**config.mk**
```make
export PLATFORM = sky130hd
export DESIGN_NAME = counter_share_arbiter
export DESIGN_NICKNAME = d
export VERILOG_FILES = /design/src/rtl/counter_share_arbiter.sv
export SDC_FILE = /design/constraint.sdc
export NUM_CORES = 1
export LEC_CHECK = 0
export BUFFER_PORTS_ARGS = -buffer_cell sky130_fd_sc_hd__buf_4
export CORE_ASPECT_RATIO = 1.5
export CORE_UTILIZATION = 47
export DETAILED_ROUTE_END_ITERATION = 7
export PLACE_DENSITY = 0.78
export SLEW_MARGIN = 40
export SYNTH_ARGS = -nofsm -noshare
export SYNTH_HDL_FRONTEND = slang
export SYNTH_SLANG_ARGS = --single-unit
```
**constraint.sdc**
```tcl
create_clock -name clock -period 2.7 [get_ports clock]
set_clock_uncertainty 0.1 [all_clocks]
set_input_delay 0.405 -clock clock [delete_from_list [all_inputs] [get_ports clock]]
set_output_delay 0.405 -clock clock [all_outputs]
set_load 0.1 [all_outputs]
```
**src/rtl/counter_share_arbiter.sv**
```systemverilog
// rtl/counter_share_arbiter.sv - round-robin arbiter sharing one wrap-around up/down/load counter
// Two-state sequencer: IDLE grants and latches one client's op, EXEC applies it and acks.
module counter_share_arbiter #(
  parameter int                    WORD_WIDTH    = 16,
  parameter int                    REQUESTERS    = 4,
  parameter logic [WORD_WIDTH-1:0] INITIAL_COUNT = '0
) (
  input  logic                               clock,
  input  logic                               reset_n,
  input  logic [REQUESTERS-1:0]              req,
  input  logic [REQUESTERS-1:0]              up_down,
  input  logic [REQUESTERS-1:0]              wren,
  input  logic [REQUESTERS*WORD_WIDTH-1:0]   write_data,
  output logic [REQUESTERS-1:0]              ack,
  output logic [$clog2(REQUESTERS)-1:0]      grant_id,
  output logic                               busy,
  output logic [WORD_WIDTH-1:0]              count,
  output logic                               zero,
  output logic                               wrapped
);
  localparam int IW = $clog2(REQUESTERS);

  typedef enum logic {IDLE, EXEC} state_t;

  state_t                  state_q;
  logic [IW-1:0]           rr_q, idx_q, grant_q;
  logic                    up_q, wren_q, wrapped_q;
  logic [WORD_WIDTH-1:0]   data_q, count_q, count_d;
  logic [REQUESTERS-1:0]   ack_q, eligible;
  logic                    wrap_d, sel_found;
  logic [IW-1:0]           sel_idx, cand_idx;
  int                      cand;
  logic [WORD_WIDTH-1:0]   wdata [REQUESTERS];

  for (genvar gi = 0; gi < REQUESTERS; gi++) begin : g_unpack
    assign wdata[gi] = write_data[gi*WORD_WIDTH +: WORD_WIDTH];
  end

  // The client acked this cycle is masked so a one-cycle-late req drop cannot re-grant it.
  always_comb begin
    eligible  = req & ~ack_q;
    sel_found = 1'b0;
    sel_idx   = '0;
    cand      = 0;
    cand_idx  = '0;
    for (int k = 0; k < REQUESTERS; k++) begin
      cand     = (int'(rr_q) + k) % REQUESTERS;
      cand_idx = IW'(cand);
      if (!sel_found && eligible[cand_idx]) begin
        sel_found = 1'b1;
        sel_idx   = cand_idx;
      end
    end
  end

  always_comb begin
    count_d = count_q;
    wrap_d  = 1'b0;
    if (wren_q) begin
      count_d = data_q;
    end else if (up_q) begin
      count_d = count_q + WORD_WIDTH'(1);
      wrap_d  = &count_q;
    end else begin
      count_d = count_q - WORD_WIDTH'(1);
      wrap_d  = (count_q == '0);
    end
  end

  always_ff @(posedge clock or negedge reset_n) begin
    if (!reset_n) begin
      state_q   <= IDLE;
      rr_q      <= '0;
      idx_q     <= '0;
      grant_q   <= '0;
      up_q      <= 1'b0;
      wren_q    <= 1'b0;
      data_q    <= '0;
      count_q   <= INITIAL_COUNT;
      ack_q     <= '0;
      wrapped_q <= 1'b0;
    end else begin
      ack_q     <= '0;
      wrapped_q <= 1'b0;
      case (state_q)
        IDLE: begin
          if (sel_found) begin
            idx_q   <= sel_idx;
            grant_q <= sel_idx;
            up_q    <= up_down[sel_idx];
            wren_q  <= wren[sel_idx];
            data_q  <= wdata[sel_idx];
            state_q <= EXEC;
          end
        end
        EXEC: begin
          count_q   <= count_d;
          wrapped_q <= wrap_d;
          ack_q     <= REQUESTERS'(1) << idx_q;
          rr_q      <= (idx_q == IW'(REQUESTERS - 1)) ? '0 : idx_q + IW'(1);
          state_q   <= IDLE;
        end
        default: state_q <= IDLE;
      endcase
    end
  end

  assign ack      = ack_q;
  assign grant_id = grant_q;
  assign busy     = (state_q == EXEC);
  assign count    = count_q;
  assign zero     = (count_q == '0);
  assign wrapped  = wrapped_q;
endmodule

```
==> report_table.html, run 1 <==
<table>
<tr><th>Metric</th><th>Value</th></tr>
<tr><th colspan="2">Setup path</th></tr>
<tr><td>Longest individual stage delay on the worst path</td><td>0.40 ns</td></tr>
<tr><td>Required time worst endpoint</td><td>2.82 ns</td></tr>
<tr><td>Crit Path Class</td><td>register to register</td></tr>
<tr><td>Library cell contributing the largest single delay on the critical path</td><td>dfrtp_1</td></tr>
<tr><td>Arrival time of data at the critical path endpoint</td><td>2.67 ns</td></tr>
<tr><td>Nature of the critical path startpoint</td><td>register</td></tr>
<tr><td>Setup crit end kind</td><td>register</td></tr>
<tr><td>Cell-by-cell trace of the critical path</td><td>inv_2 &gt; ha_1 &gt; a2111oi_2 &gt; o21ai_2 &gt; a41oi_2 &gt; a21oi_2 &gt; mux2i_1 &gt; or4_1 &gt; o2111ai_1</td></tr>
<tr><td>Family of cells with the greatest summed delay on the critical path</td><td>compound AO/OA/AOI/OAI gates</td></tr>
<tr><td>Number of buffer and inverter instances along the worst setup path</td><td>1</td></tr>
<tr><td>Max FO, Critical Path</td><td>7</td></tr>
<tr><th colspan="2">Logic synthesis</th></tr>
<tr><td>Syn_nets</td><td>396</td></tr>
<tr><td>Synthesized area per cell</td><td>10.7 µm²</td></tr>
<tr><td>Number of warnings reported in the yosys synthesis log</td><td>0</td></tr>
<tr><td>Number of synthesized register bits</td><td>44</td></tr>
<tr><td>Post-synthesis instance area</td><td>3190 µm²</td></tr>
<tr><td>Part of the Yosys area used for sequential elements</td><td>0.346</td></tr>
<tr><td>Number of distinct standard cells referenced by the synthesized netlist</td><td>51</td></tr>
<tr><td>Number of instances in the synthesized netlist</td><td>299</td></tr>
<tr><th colspan="2">Clock tree</th></tr>
<tr><td>Number of clock sinks</td><td>44</td></tr>
<tr><td>Clock latency at the later pin of the worst-skew pair</td><td>0.30 ns</td></tr>
<tr><td>Max H-tree Level</td><td>2</td></tr>
<tr><td>TritonCTS clock tree</td><td>done</td></tr>
<tr><td>Hold Buf Count CTS</td><td>0</td></tr>
<tr><td>Total CTS buffers</td><td>5</td></tr>
<tr><td>Clk Tree Root Cell</td><td>clkbuf_8</td></tr>
<tr><td>Register clock-pin slew on the reported worst setup and hold paths</td><td>0.09 ns</td></tr>
<tr><td>Largest buffer count on any clock path</td><td>2</td></tr>
<tr><th colspan="2">Global routing</th></tr>
<tr><td>Via count of the first global-routing pass</td><td>2873</td></tr>
<tr><td>Initial antenna violation count</td><td>0</td></tr>
<tr><td>Maximum number of pins on one net before global-route repair</td><td>45</td></tr>
<tr><td>Global-route total usage across every layer</td><td>0.239</td></tr>
<tr><td>Remaining global-route overflow</td><td>0</td></tr>
<tr><td>Wire length of the first global-routing pass</td><td>13600 µm</td></tr>
<tr><th colspan="2">Floorplan</th></tr>
<tr><td>Area of the die</td><td>7120 µm²</td></tr>
<tr><td>Die Wd</td><td>69.2 µm</td></tr>
<tr><td>Row Count</td><td>36</td></tr>
<tr><td>Io pins</td><td>103</td></tr>
<tr><td>Initial Utilization</td><td>0.488</td></tr>
<tr><td>Area inside the core boundary</td><td>6530 µm²</td></tr>
<tr><td>Die Y-Extent</td><td>103 µm</td></tr>
<tr><th colspan="2">Status</th></tr>
<tr><td>Outcome</td><td>finished with violations</td></tr>
<tr><td>Violated checks</td><td>hold timing</td></tr>
<tr><th colspan="2">Drt</th></tr>
<tr><td>Detail Route Antenna Nets</td><td>0</td></tr>
<tr><td>Count of TritonRoute iterations in the first routing pass</td><td>4</td></tr>
<tr><td>Total detailed-routing wirelength</td><td>8180 µm</td></tr>
<tr><td>Routed vias/inst</td><td>5.97</td></tr>
<tr><td>Number of DRC violations after detailed-routing iteration 0</td><td>163</td></tr>
<tr><td>Count of unresolved DRC violations after routing</td><td>0</td></tr>
<tr><td>Routed wire length per instance</td><td>16.9 µm</td></tr>
<tr><td>Detailed-route via count</td><td>2885</td></tr>
<tr><th colspan="2">Finish</th></tr>
<tr><td>Antenna diodes</td><td>0</td></tr>
<tr><td>Post-route cell area</td><td>4210 µm²</td></tr>
<tr><td>Utilization of the core after routing</td><td>0.645</td></tr>
<tr><td>Share of cells above drive strength 1</td><td>0.432</td></tr>
<tr><td>Leading cell type in the layout, fill and taps excluded</td><td>buf_4</td></tr>
<tr><td>Layout overhead on the synthesized area</td><td>32.2%</td></tr>
<tr><td>Total number of nets in the final design</td><td>503</td></tr>
<tr><td>Commonest cells after routing, fill and taps aside</td><td>buf_4, dfrtp_1, a21oi_1</td></tr>
<tr><th colspan="2">STA</th></tr>
<tr><td>F_max</td><td>392 MHz</td></tr>
<tr><td>Tightest hold margin</td><td>-0.00811 ns</td></tr>
<tr><td>Ratio of final minimum period to clock period</td><td>0.946</td></tr>
<tr><td>Clock period minus worst slack</td><td>2.55 ns</td></tr>
<tr><td>Worst-Margin Slew</td><td>0.572 ns</td></tr>
<tr><td>Slack of the critical path</td><td>0.146 ns</td></tr>
<tr><td>Final count of pins violating max slew</td><td>0</td></tr>
<tr><td>RSZ-0062 raised after global routing</td><td>false</td></tr>
<tr><td>Number of setup violations in the final report</td><td>0</td></tr>
<tr><td>Number of endpoints with negative hold slack in the final report</td><td>10</td></tr>
<tr><td>Slew Limit Headroom</td><td>0.618</td></tr>
<tr><th colspan="2">Placement</th></tr>
<tr><td>Port buffer count</td><td>102</td></tr>
<tr><td>HPWL reported at the end of detailed placement</td><td>6450 µm</td></tr>
<tr><td>Area after DPL</td><td>4070 µm²</td></tr>
<tr><td>Final GP Congestion</td><td>0.884</td></tr>
<tr><td>Minimum setup slack after placement</td><td>0.0240 ns</td></tr>
<tr><th colspan="2">Job</th></tr>
<tr><td>Max-capacitance violation count</td><td>0</td></tr>
<tr><th colspan="2">Min path</th></tr>
<tr><td>Worst hold-check path type</td><td>input port to async pin</td></tr>
</table>
==> Yosys cell counts (all sizes together) <==
master | number | share of area
dfrtp | 44 | 0.35
a21oi | 27 | 0.046
o21ai | 23 | 0.041
nor2 | 22 | 0.026
mux2 | 21 | 0.086
ha | 18 | 0.071
mux4 | 18 | 0.13
nand2 | 18 | 0.021
inv | 9 | 0.011
a31oi | 8 | 0.016
clkbuf | 8 | 0.0094
nor2b | 8 | 0.016
nor3 | 7 | 0.011
o21a | 6 | 0.014
and2 | 5 | 0.0098
nand4 | 5 | 0.0098
nor4 | 5 | 0.0098
buf | 4 | 0.011
o211ai | 4 | 0.0094
xnor2 | 4 | 0.011
a211oi | 3 | 0.0071
a21o | 3 | 0.0071
and3 | 3 | 0.0059
nand2b | 3 | 0.0067
nand3 | 3 | 0.0047
xor2 | 3 | 0.0082
a2111oi | 1 | 0.0047
a211o | 1 | 0.0027
a21boi | 1 | 0.0024
a31o | 1 | 0.0027
a41oi | 1 | 0.0051
and2b | 1 | 0.0027
and4 | 1 | 0.0027
fa | 1 | 0.0063
mux2i | 1 | 0.0031
nand3b | 1 | 0.0024
nand4b | 1 | 0.0027
o2111ai | 1 | 0.0027
o21bai | 1 | 0.0024
o32a | 1 | 0.0035
or3 | 1 | 0.0020
or3b | 1 | 0.0027
or4 | 1 | 0.0024
==> final timing paths <==
check / depth (start not counted) / endpoint / from / slack [ns]
max: 9 / count[15] / up_q / 0.15
max in group asynchronous: 1 / ack[1] / reset_n / 2.07
min: 1 / data_q[4] / reset_n / -0.008
min in group clock: 1 / data_q[2] / data_q[2] / 0.42
min reg2reg: 1 / data_q[2] / data_q[2] / 0.42
max reg2reg: 9 / count[15] / up_q / 0.15
==> sequential cells by signal, indices dropped and copies added, names as in the netlist <==
register and cells:
grant_id 2, wrapped 1, count 16, data_q 16, up_q 1, ack 4, wren_q 1, rr_q 2
busy 1
==> kinds of logic (layout without fill, tap and decap cells) <==
logic type / after synthesis / count (layout) / share of synthesized area
AOI/OAI and AO/OA: 82 / 82 / 0.167
muxes: 40 / 40 / 0.222
buffers and inverters: 21 / 129 / 0.0310
xor gates and xnor gates: 7 / 7 / 0.0192
adders and majority gates: 19 / 19 / 0.0770
DFF: 44 / 44 / 0.346
and+or+nand+nor: 86 / 86 / 0.138
==> metrics by stage <==
stage,setup TNS (ns),cells
final,0,483
after detailed placement,0,474
after floorplan,-0.0945,299
after CTS,0,482
after global placement,0,474
after global routing,0,483
==> worst register-to-register path: cells and delay by family, from the launching register on <==
kind	cells	cell delay (ns)
buffers and inverters	1	0.14
AOI/OAI and AO/OA	5	1.01
muxes	1	0.14
DFF	1	0.40
adders and majority gates	1	0.28
and+or+nand+nor	1	0.40
==> metal layers <==
layer / GRT usage / part of all wire / vias to the layer above
li1: - / - / 1352
met1: 0.282 / 0.39 / 1410
met2: 0.429 / 0.53 / 98
met3: 0.0391 / 0.044 / 25
met4: 0.110 / 0.034 / 0
met5: 0 / 0 / -
==> area by class of cell <==
cell class	count	area, µm²
fillers	490	2320
multi-input cells	234	2000
flip-flops and latches	44	1110
repair buffers	112	848
clock buffers	7	96.3
well taps	76	95.1
inverters	9	33.8
clock inverters	1	30.0
==> what timing repair did <==
item	4_1_cts	5_1_grt
endpoints found under the hold margin	0	0
resized for setup	0	2
buffers inserted	0	0
endpoints found under the setup margin	0	4
Power of run 1 is left out: the tool's default activity adds up to more than one toggle a clock period on the data nets, which glitch-free logic cannot reach.
==> inputs of run 2 (changes only) <==
CTS_BUF_LIST = sky130_fd_sc_hd__clkbuf_16   (was not set)
==> report_table.html, run 2 (synthesized netlist as in run 1, its figures left out) <==
<table>
<tr><th>Metric</th><th>Value</th></tr>
<tr><th colspan="2">Job</th></tr>
<tr><td>Max-capacitance violation count</td><td>0</td></tr>
<tr><th colspan="2">Setup path</th></tr>
<tr><td>Crit Path Class</td><td>register to register</td></tr>
<tr><td>Cell-by-cell trace of the critical path</td><td>inv_2 &gt; ha_1 &gt; a2111oi_2 &gt; o21ai_2 &gt; a41oi_2 &gt; a21oi_2 &gt; mux2i_1 &gt; or4_1 &gt; o2111ai_1</td></tr>
<tr><td>Longest individual stage delay on the worst path</td><td>0.41 ns</td></tr>
<tr><td>Library cell contributing the largest single delay on the critical path</td><td>or4_1</td></tr>
<tr><td>Nature of the critical path startpoint</td><td>register</td></tr>
<tr><td>Family of cells with the greatest summed delay on the critical path</td><td>compound AO/OA/AOI/OAI gates</td></tr>
<tr><td>Max FO, Critical Path</td><td>7</td></tr>
<tr><td>Slack of the worst reg-to-reg path</td><td>0.14 ns</td></tr>
<tr><td>Arrival time of data at the critical path endpoint</td><td>2.66 ns</td></tr>
<tr><td>Required time worst endpoint</td><td>2.80 ns</td></tr>
<tr><td>Number of buffer and inverter instances along the worst setup path</td><td>1</td></tr>
<tr><td>Setup crit end kind</td><td>register</td></tr>
<tr><th colspan="2">STA</th></tr>
<tr><td>Clock period minus worst slack</td><td>2.56 ns</td></tr>
<tr><td>Slew Limit Headroom</td><td>0.618</td></tr>
<tr><td>Final count of pins violating max slew</td><td>0</td></tr>
<tr><td>Ratio of final minimum period to clock period</td><td>0.949</td></tr>
<tr><td>Number of endpoints with negative hold slack in the final report</td><td>0</td></tr>
<tr><td>RSZ-0062 raised after global routing</td><td>false</td></tr>
<tr><td>Number of setup violations in the final report</td><td>0</td></tr>
<tr><td>Worst-Margin Slew</td><td>0.574 ns</td></tr>
<tr><td>Total negative setup slack</td><td>0 ns</td></tr>
<tr><td>F_max</td><td>390 MHz</td></tr>
<tr><th colspan="2">Status</th></tr>
<tr><td>Outcome</td><td>finished clean</td></tr>
<tr><th colspan="2">Drt</th></tr>
<tr><td>Total detailed-routing wirelength</td><td>8260 µm</td></tr>
<tr><td>Number of DRC violations after detailed-routing iteration 0</td><td>129</td></tr>
<tr><td>Count of unresolved DRC violations after routing</td><td>0</td></tr>
<tr><td>Detail Route Antenna Nets</td><td>0</td></tr>
<tr><td>Count of TritonRoute iterations in the first routing pass</td><td>4</td></tr>
<tr><td>Detailed-route via count</td><td>2909</td></tr>
<tr><td>Routed vias/inst</td><td>6.02</td></tr>
<tr><td>Routed wire length per instance</td><td>17.1 µm</td></tr>
<tr><th colspan="2">Placement</th></tr>
<tr><td>Placed cell count</td><td>474</td></tr>
<tr><td>HPWL reported at the end of detailed placement</td><td>6450 µm</td></tr>
<tr><td>Port buffer count</td><td>102</td></tr>
<tr><td>Final GP Congestion</td><td>0.884</td></tr>
<tr><th colspan="2">Clock tree</th></tr>
<tr><td>PostCTS Resize Cnt</td><td>0</td></tr>
<tr><td>Post-CTS Setup Repair Bufs</td><td>0</td></tr>
<tr><td>Hold Buf Count CTS</td><td>0</td></tr>
<tr><td>Largest buffer count on any clock path</td><td>2</td></tr>
<tr><td>Number of clock sinks</td><td>44</td></tr>
<tr><td>Register clock-pin slew on the reported worst setup and hold paths</td><td>0.06 ns</td></tr>
<tr><td>Total CTS buffers</td><td>5</td></tr>
<tr><td>Max H-tree Level</td><td>2</td></tr>
<tr><td>Clk Tree Root Cell</td><td>clkbuf_16</td></tr>
<tr><td>TritonCTS clock tree</td><td>done</td></tr>
<tr><td>Clock latency at the later pin of the worst-skew pair</td><td>0.28 ns</td></tr>
<tr><th colspan="2">Floorplan</th></tr>
<tr><td>Area inside the core boundary</td><td>6530 µm²</td></tr>
<tr><td>Die Wd</td><td>69.2 µm</td></tr>
<tr><td>Area of the die</td><td>7120 µm²</td></tr>
<tr><td>Row Count</td><td>36</td></tr>
<tr><td>Io pins</td><td>103</td></tr>
<tr><td>Die Y-Extent</td><td>103 µm</td></tr>
<tr><td>Initial Utilization</td><td>0.488</td></tr>
<tr><th colspan="2">Min path</th></tr>
<tr><td>Worst hold-check path type</td><td>input port to async pin</td></tr>
<tr><th colspan="2">Global routing</th></tr>
<tr><td>Remaining global-route overflow</td><td>0</td></tr>
<tr><td>Maximum number of pins on one net before global-route repair</td><td>45</td></tr>
<tr><td>Wire length of the first global-routing pass</td><td>13600 µm</td></tr>
<tr><td>Initial antenna violation count</td><td>0</td></tr>
<tr><td>Met3 track demand over resource in global routing</td><td>0.0401</td></tr>
<tr><td>Global-route total usage across every layer</td><td>0.241</td></tr>
<tr><td>Via count of the first global-routing pass</td><td>2920</td></tr>
<tr><td>Gr busiest metal</td><td>met2</td></tr>
<tr><td>GR Layer Usage met1</td><td>0.282</td></tr>
<tr><td>Met2 demand-to-capacity share in global routing</td><td>0.435</td></tr>
<tr><th colspan="2">Finish</th></tr>
<tr><td>Commonest cells after routing, fill and taps aside</td><td>buf_4, dfrtp_1, a21oi_1</td></tr>
<tr><td>Antenna diodes</td><td>0</td></tr>
<tr><td>Utilization of the core after routing</td><td>0.650</td></tr>
<tr><td>Total number of nets in the final design</td><td>503</td></tr>
<tr><td>Share of cells above drive strength 1</td><td>0.428</td></tr>
<tr><td>Leading cell type in the layout, fill and taps excluded</td><td>buf_4</td></tr>
<tr><td>Layout overhead on the synthesized area</td><td>33.3%</td></tr>
<tr><td>Post-route non-filler standard cell count</td><td>483</td></tr>
<tr><td>Layout filler cell count</td><td>482</td></tr>
</table>
-- run 2: cell count changes in the layout (fill, tap and decap cells not counted), sizes merged --
cell	before	now
clkbuf	7	5
clkinv	0	2
-- run 2: path summary, 6_finish.rpt --
check	start	end	cells after the start
worst max register to register	up_q	count[15]	9
min in group clock	data_q[2]	data_q[2]	1
worst max-delay path	up_q	count[15]	9
worst min register to register	data_q[2]	data_q[2]	1
max in group asynchronous	reset_n	ack[1]	1
worst min-delay path	reset_n	data_q[5]	1
-- run 2: metal layers --
layer	vias up	share of wire
li1	1347	-
met3	18	0.038
met2	95	0.54
met4	0	0.030
met1	1449	0.39
met5	-	0
-- run 2: layout make-up --
| cell class | count | area (µm²) | area share |
|---|---|---|---|
| well taps | 76 | 95.1 | 0.0224 |
| inverters | 9 | 33.8 | 0.00795 |
| clock inverters | 3 | 37.5 | 0.00884 |
| clock buffers | 5 | 125 | 0.0295 |
| repair buffers | 112 | 848 | 0.200 |
| flip-flops and latches | 44 | 1110 | 0.262 |
| multi-input cells | 234 | 2000 | 0.470 |
-- run 2: stage by stage --
step	setup slack [ns]	area, µm²	hold slack, ns
final	0.137	4250	0.0177
after global routing	0.00362	4250	0.0607
after CTS	0.00840	4230	0.0408
after detailed placement	0.0240	4070	0.342
after global placement	0.0950	4070	0.338
after floorplan	-0.0945	3200	0.00941
Power of run 2 is left out for the same reason.
